--- src/rtl/seq_generator.sv ---
// Serial pattern generator: shifts PATTERN out MSB-first `count` times,
// with GAP idle cycles between repetitions and a one-cycle done pulse at the end.
module seq_generator #(
    parameter int             W       = 4,
    parameter logic [W-1:0]   PATTERN = 4'b0111,
    parameter int             GAP     = 1,
    parameter int             CNT_W   = 8
) (
    input  logic             clk,
    input  logic             reset,
    input  logic             start,
    input  logic [CNT_W-1:0] count,
    input  logic             abort,
    output logic             ready,
    output logic             d,
    output logic             d_valid,
    output logic             busy,
    output logic             done
);

    localparam int IDX_W      = (W > 1) ? $clog2(W) : 1;
    localparam int GAP_W      = (GAP > 1) ? $clog2(GAP) : 1;
    localparam int GAP_LAST_I = (GAP > 0) ? GAP - 1 : 0;

    localparam logic [IDX_W-1:0] IDX_LAST = IDX_W'(W - 1);
    localparam logic [GAP_W-1:0] GAP_LAST = GAP_W'(GAP_LAST_I);
    localparam logic [CNT_W-1:0] CNT_ONE  = CNT_W'(1);

    typedef enum logic [1:0] {
        ST_IDLE  = 2'd0,
        ST_SHIFT = 2'd1,
        ST_GAP   = 2'd2,
        ST_DONE  = 2'd3
    } state_t;

    state_t             state_reg, state_next;
    logic [IDX_W-1:0]   bit_idx_reg, bit_idx_next;
    logic [IDX_W-1:0]   bit_idx_inc;
    logic [GAP_W-1:0]   gap_cnt_reg, gap_cnt_next;
    logic [CNT_W-1:0]   remaining_reg, remaining_next;
    logic               d_reg, d_next;
    logic               d_valid_reg, d_valid_next;
    logic               busy_reg, busy_next;
    logic               done_reg, done_next;

    // Bit-reversed copy of the pattern so the bit index counts up from 0 at the MSB.
    logic [W-1:0] pat_rev;

    genvar gi;
    generate
        for (gi = 0; gi < W; gi++) begin : g_rev
            assign pat_rev[gi] = PATTERN[W-1-gi];
        end
    endgenerate

    assign bit_idx_inc = bit_idx_reg + IDX_W'(1);

    always_ff @(posedge clk or posedge reset) begin
        if (reset) begin
            state_reg     <= ST_IDLE;
            bit_idx_reg   <= '0;
            gap_cnt_reg   <= '0;
            remaining_reg <= '0;
            d_reg         <= 1'b1;
            d_valid_reg   <= 1'b0;
            busy_reg      <= 1'b0;
            done_reg      <= 1'b0;
        end else begin
            state_reg     <= state_next;
            bit_idx_reg   <= bit_idx_next;
            gap_cnt_reg   <= gap_cnt_next;
            remaining_reg <= remaining_next;
            d_reg         <= d_next;
            d_valid_reg   <= d_valid_next;
            busy_reg      <= busy_next;
            done_reg      <= done_next;
        end
    end

    // Outputs are computed for the state being entered, so they line up with it after the edge.
    always_comb begin
        state_next     = state_reg;
        bit_idx_next   = bit_idx_reg;
        gap_cnt_next   = gap_cnt_reg;
        remaining_next = remaining_reg;
        d_next         = 1'b1;
        d_valid_next   = 1'b0;
        busy_next      = 1'b0;
        done_next      = 1'b0;

        case (state_reg)
            ST_IDLE: begin
                if (start && !abort && (count != '0)) begin
                    state_next     = ST_SHIFT;
                    remaining_next = count;
                    bit_idx_next   = '0;
                    gap_cnt_next   = '0;
                    d_next         = pat_rev[0];
                    d_valid_next   = 1'b1;
                    busy_next      = 1'b1;
                end
            end

            ST_SHIFT: begin
                if (abort) begin
                    state_next   = ST_IDLE;
                    bit_idx_next = '0;
                    gap_cnt_next = '0;
                end else if (bit_idx_reg == IDX_LAST) begin
                    bit_idx_next = '0;
                    if (remaining_reg == CNT_ONE) begin
                        state_next     = ST_DONE;
                        remaining_next = '0;
                        done_next      = 1'b1;
                    end else begin
                        remaining_next = remaining_reg - CNT_ONE;
                        busy_next      = 1'b1;
                        if (GAP > 0) begin
                            state_next   = ST_GAP;
                            gap_cnt_next = '0;
                        end else begin
                            d_next       = pat_rev[0];
                            d_valid_next = 1'b1;
                        end
                    end
                end else begin
                    bit_idx_next = bit_idx_inc;
                    d_next       = pat_rev[bit_idx_inc];
                    d_valid_next = 1'b1;
                    busy_next    = 1'b1;
                end
            end

            ST_GAP: begin
                if (abort) begin
                    state_next   = ST_IDLE;
                    gap_cnt_next = '0;
                end else if (gap_cnt_reg == GAP_LAST) begin
                    state_next   = ST_SHIFT;
                    gap_cnt_next = '0;
                    bit_idx_next = '0;
                    d_next       = pat_rev[0];
                    d_valid_next = 1'b1;
                    busy_next    = 1'b1;
                end else begin
                    gap_cnt_next = gap_cnt_reg + GAP_W'(1);
                    busy_next    = 1'b1;
                end
            end

            ST_DONE: begin
                state_next = ST_IDLE;
            end

            default: begin
                state_next = ST_IDLE;
            end
        endcase
    end

    assign ready   = (state_reg == ST_IDLE);
    assign d       = d_reg;
    assign d_valid = d_valid_reg;
    assign busy    = busy_reg;
    assign done    = done_reg;

endmodule

--- config.mk ---
export PLATFORM = sky130hd
export DESIGN_NAME = seq_generator
export DESIGN_NICKNAME = d
export VERILOG_FILES = /design/src/rtl/seq_generator.sv
export SDC_FILE = /design/constraint.sdc
export NUM_CORES = 1
export LEC_CHECK = 0
export ABC_AREA = 0
export CORE_MARGIN = 3
export CORE_UTILIZATION = 40
export CTS_BUF_LIST = sky130_fd_sc_hd__clkbuf_8
export DETAILED_ROUTE_END_ITERATION = 8
export HOLD_SLACK_MARGIN = 0.05
export PLACE_DENSITY_LB_ADDON = 0.08
export SLEW_MARGIN = 20
export SYNTH_ARGS = -nofsm -noshare
export SYNTH_HDL_FRONTEND = slang
export SYNTH_SLANG_ARGS = --single-unit
--- constraint.sdc ---
create_clock -name clk -period 2.53 [get_ports clk]
set_input_delay 0.253 -clock clk [delete_from_list [all_inputs] [get_ports clk]]
set_output_delay 0.253 -clock clk [all_outputs]
set_load 0.1 [all_outputs]
# == Word level (Yosys, flattened, before mapping) ==
# Cells that the tools add are included.
# totals
register_bits,17
out_inout_bits,5
word_cells,84
input_bits,12
# op_classes
magnitude_cmp,1
n_reduce_logical,11
n_mux,48
n_eq_ne,13
add_sub_neg,3
# op_table
op,n
$mux 8,4
$mux 1,26
$mux 2,10
$pmux 8 s2,1
$pmux 1 s3,4
$reduce_and 4->1,3
$ne 3x3->1 const B,3
$eq 8x1->1 const B,1
$ne 2x2->1 const B,4
$pmux 2 s4,1
$reduce_bool 8->1,1
$sub 8x1->8 const B,1
$eq 2x2->1 const B,3
$pmux 2 s3,1
$lt 2x3->1 const B,1
$reduce_and 3->1,1
$reduce_bool 3->1,1
$add 2x1->2 const B,1
$bmux 1 s2,1
$eq 2x1->1 const B,1
$logic_and 1x1->1,2
$logic_not 2->1,1
$ne 2x1->1 const B,1
$reduce_bool 2->1,1
other kinds (2),2

# == Depth between registers and ports, before layout ==
# Gate-level depths: netlist of run 1.
# logic_depth
depth_word,6
mapped_depth,7
ltp_nobuf,6

# == Least setup slack after synthesis of run 1 ==
# Ideal clock, no wire load.
# synth_timing
path_type,register to register
startpoint,register state_reg[0]
endpoint,register remaining_reg[2]
path_stages_with_launch,8
setup_ps,121
arrival_ps,2522
path_slack_ps,-113
path_buffers,1
period_less_slack_ps,2643
required_time_ps,2409
path_cell_list,dfrtp_1 inv_1 ha_1 inv_1 or3_1 buf_6 and2_4 a22o_1
# synth_via
elab_chain_cells,3
word_cells_on_any_way,8
classes_between,eq/ne: 4; mux: 1; reduce/logical: 3
# synth_rtl
element,line,source
start: declaration,36,"state_t state_reg, state_next;"
start signal: assignment,69,state_reg <= state_next;
$logic_not 2->1 *,-,
net ready,14,"output logic ready,"
$ne 2x1->1 (no source line) / $reduce_bool 2->1 (equally long branches),-,
$reduce_and 4->1 (no source line),-,
end signal: assignment,72,remaining_reg <= remaining_next;
end: declaration,40,"logic [CNT_W-1:0] remaining_reg, remaining_next;"
# The timed path passes the listed nets; every way through them passes the cells marked *.
# A chain may end at the register's enable or synchronous reset.

# == Worst setup path in the final report of run 1 ==
# layout_timing
startpoint,register remaining_reg[1]
endpoint,register remaining_reg[3]
# layout_via
elab_chain_cells,5
word_cells_on_any_way,6
classes_between,add/sub: 1; eq/ne: 1; mux: 4
# layout_rtl
element,line,source
$sub 8x1->8 / $eq 8x1->1 (equally long branches),"116, 111",
$mux 8 *,111,if (remaining_reg == CNT_ONE) begin
$mux 8 *,109,end else if (bit_idx_reg == IDX_LAST) begin
$mux 8 *,105,if (abort) begin
$pmux 8 s2 *,91,case (state_reg)
# Mark *: on every way between the ends. The rest lies on a longest branch, timed or not. The select of a mux whose other input is x is not followed.

==> metrics, run 1 <==
number of flip-flops in the largest register=8; crit path cell chain=inv_1 -> ha_1 -> or4b_2 -> o21ai_2 -> o2bb2ai_1 -> a22o_1; number of DRC markers in iteration 0=40; fin area=1319 sq um; R2R cell count=6; Worst Path Max Fanout=9; Cells after Synth=115; Leakage=0.5628 nW; Final Skew=2.402 ps; height of the die=57.81 um; Synth Area per Inst=9.335 sq um; Clock Latency Late Sink=250 ps; Internal Power=815.1 uW; Post-DP Area=1264 sq um; r2r setup slk=250 ps; WL/cell=14.92 um; Hold Crit Class=input pin to async pin; Netlist cell types=40; Max H-tree Level=1; PostCTS Resize Cnt=0; routed vias/inst=5.709; Reg-to-Reg Start=remaining_reg[1]; overall global routing resource usage=0.1591; DRT Pass-1 Iters=4; crit path launch type=register; synthesized cell area=1074 sq um; Main synth FF type=dfrtp_1; number of flops mapped to enable cells by yosys=0; area leader, netlist=dfrtp_1; FFs w/ async S/R, synth=1.000; Layout fillers=245; Detailed Place HPWL=1837 um; setup violators final=0; Setup CP Type=register to register; Fin. Hold Viols=0; Synth top area share=0.3497; clock power share=0.149; Initial Util=0.4256; fin util=0.5228; Yosys reg bits=16; fin crit period=2279 ps; Sink Count=16; CP Depth=6; Ys Warns=0; final wirelength=2462 um; DR DRC count=0; Worst path slowest cell=or4b_2; hold buffers post-CTS=0; first-pass GRT wire length=4188 um; final antenna-violating net count=0; Final Max Slew Viols=0; Hold Worst Slack=384.0 ps; pin count of the biggest net entering global routing=17; Clock Pin Slew Worst Setup and Hold Paths=70 ps; highest clock rate=438.7 MHz; Clock Path Buffers=2; PortBufs=16; slowest stage delay, CP=670 ps; Register Area=401.6 sq um; share of layout cells above drive strength 1=0.1407; core area=2522 sq um; Row Count=18; full die area=3341 sq um; capturing point of the worst reg2reg path=remaining_reg[3]; switching share of power=0.4832; period utilization=0.9010; Crit path max-delay family=compound AO/OA/AOI/OAI gates; top cells by area, synth=dfrtp_1 35%, ha_1 9.3%, inv_1 4.2%; clock root cell=clkbuf_8; TNS Setup=0 ps; Final nets=156; Antenna Diode Count=0; Critical Path RT=2670 ps; Max-slew headroom=0.5699; CP Capture Type=register; GRT overflow=0; Switching Power=762.1 uW; RSZ-0062 raised after global routing=no; Top-Level Pins=17; WP data arrival=2420 ps; vias in the first global route=884; initial antenna violation count=0; Comb pwr share=0.571; syn nets=135; outcome=complete, no violations; Area growth syn-to-layout=22.84%; cts bufs inserted=3; sequential area share after synthesis=0.3741; MaxCap Viol Count=0; post-CTS setup buffers=0; Least-Margin Pin Slew=641.7 ps; PwrDens=1196 nW/um^2; die span in x=57.81 um; Max VDD drop=0.8103 mV; GP Congestion=0.8690; part of the power in registers=0.280; CTS tree=built; routed vias=942; footprint of the multi-input gates=605.6 sq um; CP bufs+invs=1
synthesized netlist by cell type, drive strengths merged (3+ instances only):
library cell	n
dfrtp	15
inv	12
ha	8
nor3	7
a21oi	6
nor2	6
o211ai	6
o21ai	6
nand2	5
o2bb2ai	5
a22o	3
nor2b	3
or4	3
cell type report:
cell class              instances  area share
flip-flops and latches         16      0.3046
multi-input cells              83      0.4592
clock buffers                   4     0.04175
repair buffers                 19      0.1290
well taps                      30     0.02846
inverters                      13     0.03700
placed cells by master (no fill, tap or decap), types with 2 or more instances in the layout:
cell / instances
a21oi_1: 6
a22o_1: 3
a2bb2oi_1: 2
buf_4: 8
clkbuf_8: 4
clkdlybuf4s50_1: 11
dfrtp_1: 15
ha_1: 7
inv_1: 12
mux2i_1: 2
nand2_1: 5
nand2b_1: 2
nand3_1: 2
nor2_1: 6
nor2b_1: 3
nor3_1: 6
o211ai_1: 6
o21ai_0: 5
o2bb2ai_1: 5
o31ai_1: 2
or3_1: 2
or4_1: 2
metal layers:
layer	vias to the layer above	routed length, um	track usage
li1	473	-	-
met1	425	1227	0.2392
met2	39	1050	0.2323
met3	5	149	0.02004
met4	0	36	0.05960
met5	-	0	0
power by group through the flow:
stage | sequential (mW) | combinational (mW) | clock [mW]
floorplan | 0.577 | 0.556 | 0
global placement | 0.446 | 0.889 | 0
detailed placement | 0.444 | 0.893 | 0
CTS | 0.441 | 0.898 | 0.239
global route | 0.459 | 0.978 | 0.252
finish | 0.442 | 0.900 | 0.235
metrics by stage:
step                setup slack (ps)  std cells  power (mW)
detailed placement             286.9        161       1.338
finish                         250.6        165       1.577
floorplan                      265.9        115       1.134
global route                   102.6        165       1.688
CTS                            266.0        165       1.579
global placement               357.6        161       1.335
worst max path at each step:
| stage | startpoint | end | slack, ps |
|---|---|---|---|
| after global routing | remaining_reg[1] | remaining_reg[3] | 100 |
| after CTS | remaining_reg[1] | remaining_reg[2] | 270 |
| after detailed placement | remaining_reg[1] | remaining_reg[2] | 290 |
| final | remaining_reg[1] | remaining_reg[3] | 250 |
| after global placement | count[5] | remaining_reg[1] | 360 |
| after floorplan | state_reg[0] | remaining_reg[2] | 270 |
cell families (layout without fill, tap and decap cells):
kind of cell / Yosys count / after routing / synth area share
muxes: 2 / 2 / 0.01865
DFF: 16 / 16 / 0.3741
AOI/OAI and AO/OA: 39 / 39 / 0.2681
and+or+nand+nor: 34 / 34 / 0.1818
adders and majority gates: 8 / 8 / 0.09324
buffers and inverters: 16 / 36 / 0.06409
Power figures use the tool's default switching activity.
==> inputs of run 2 (changes only) <==
ABC_AREA = default   (was 0)
SKIP_CTS_REPAIR_TIMING = 1   (was default)
==> results of run 2 <==
No change in the layout: final DEF, timing and power equal those of run 1.
==> inputs of run 3 (changes only) <==
REMOVE_ABC_BUFFERS = 1   (was default)
clock period = 2.15 ns   (was 2.53 ns; I/O delays follow)
==> run 3 against run 2 <==
  * First-iteration DRC count decreased by 33%
  * Sequential cell count is the same
  * Register-to-register slack got worse by 30 ps
  * Utilization is 2.6 points higher
  * Non-clock buffer count grew 7
  * Final cell count rose by 4.2%
  * Critical path depth is 1 higher
  * Sequential share of layout area fell by 1.5 points
  * Clock-buffer cell count unchanged
  * Cell area increased by 5.0%
==> metrics, run 3 (same netlist as run 1, synthesis figures left out) <==
full die area=3341 sq um; Reg-to-Reg Start=remaining_reg[1]; vias in the first global route=980; Layout fillers=240; Final Max Slew Viols=0; WL/cell=14.95 um; DR DRC count=0; Fin. Hold Viols=0; PwrDens=1425 nW/um^2; Detailed Place HPWL=2002 um; GP Congestion=0.8871; MaxCap Viol Count=0; Critical Path RT=2280 ps; fin util=0.5491; Final nets=163; WP data arrival=2070 ps; height of the die=57.81 um; final wirelength=2571 um; final antenna-violating net count=0; Final Skew=7.357 ps; Worst path slowest cell=or4b_4; Clock Latency Late Sink=250 ps; Antenna Diode Count=0; outcome=complete, no violations; overall global routing resource usage=0.1709; slowest stage delay, CP=490 ps; Leakage=0.6028 nW; GRT overflow=0; period utilization=0.8978; routed vias=997; setup ws final=219.7 ps; first-pass GRT wire length=4422 um; Sink Count=16; pin count of the biggest net entering global routing=17; crit path cell chain=inv_1 -> ha_1 -> or4b_4 -> o21ai_2 -> buf_4 -> o32ai_1 -> a22o_1; initial antenna violation count=0; core area=2522 sq um; cts bufs inserted=3; number of flip-flops in the largest register=8; fin crit period=1930 ps; Initial Util=0.4256; DRT Pass-1 Iters=4; highest clock rate=518.1 MHz; Row Count=18; total power=1.974 mW; RSZ-0062 raised after global routing=no; Crit. Startpoint=remaining_reg[1]; Max-slew headroom=0.6021; setup violators final=0; Clock Path Buffers=2; PortBufs=16; number of DRC markers in iteration 0=27; CTS tree=built; die span in x=57.81 um; clock root cell=clkbuf_8; crit path launch type=register; Clock Pin Slew Worst Setup and Hold Paths=70 ps; CP Capture Type=register; commonest non-fill, non-tap cells in the layout=15 x dfrtp_1, 14 x buf_4, 12 x inv_1, 11 x clkdlybuf4s50_1, 8 x ha_1; Max H-tree Level=1; Setup CP Type=register to register; Max VDD drop=0.8337 mV; Top-Level Pins=17; share of layout cells above drive strength 1=0.1761; DP Worst Slack=18.07 ps; commonest non-fill, non-tap cell in the layout=dfrtp_1; Hold Crit Class=input pin to async pin; Worst Path Max Fanout=8; routed vias/inst=5.797; Least-Margin Pin Slew=596.2 ps; Area growth syn-to-layout=29.02%
-- run 3: cell types whose count changed in the layout (fill, tap and decap cells not counted), sizes merged --
cell  before  now
buf        8   15
-- run 3: per-layer routing --
layer	track usage	routed length [um]
met1	0.2337	1264
met2	0.2694	1142
met3	0.04677	144
met4	0.03974	20
met5	0	0
-- run 3: cell type report --
type                       instances  area (sq um)  area share
clock buffer                       4         55.05     0.03975
sequential                        16         401.6      0.2900
inverter                          13         48.80     0.03523
multi-input combinational         83         606.8      0.4381
timing repair buffer              26         235.2      0.1698
tap                               30         37.54     0.02710
-- run 3: power by group --
group | switching (mW) | total, mW | internal [mW] | leakage, nW
Sequential | 0.103 | 0.527 | 0.424 | 0.200
Combinational | 0.717 | 1.18 | 0.464 | 0.374
Clock | 0.104 | 0.267 | 0.163 | 0.0288
-- run 3: final timing paths --
check | endpoint | slack (ps) | cells after the start
min reg2reg | remaining_reg[4] | 520 | 1
min in group clk | remaining_reg[4] | 520 | 1
max in group asynchronous | done | 1430 | 2
max reg2reg | remaining_reg[2] | 220 | 7
min | remaining_reg[1] | 330 | 2
max | remaining_reg[2] | 220 | 7
-- run 3: critical path, delay by kind of cell, from the launching register on --
| family | cells | cell delay [ps] |
|---|---|---|
| compound gates | 3 | 500 |
| simple gates | 1 | 490 |
| flops | 1 | 380 |
| fa+ha+maj | 1 | 190 |
| buf+inv | 2 | 260 |
-- run 3: per-stage QoR --
stage	cell area, sq um	hold slack, ps	TNS [ps]	instances
after floorplan	1054	128.0	-3320	112
after global placement	1326	484.8	0	168
after detailed placement	1326	486.6	0	168
after CTS	1381	358.7	0	172
after global routing	1385	407.1	0	172
final	1385	328.4	0	172
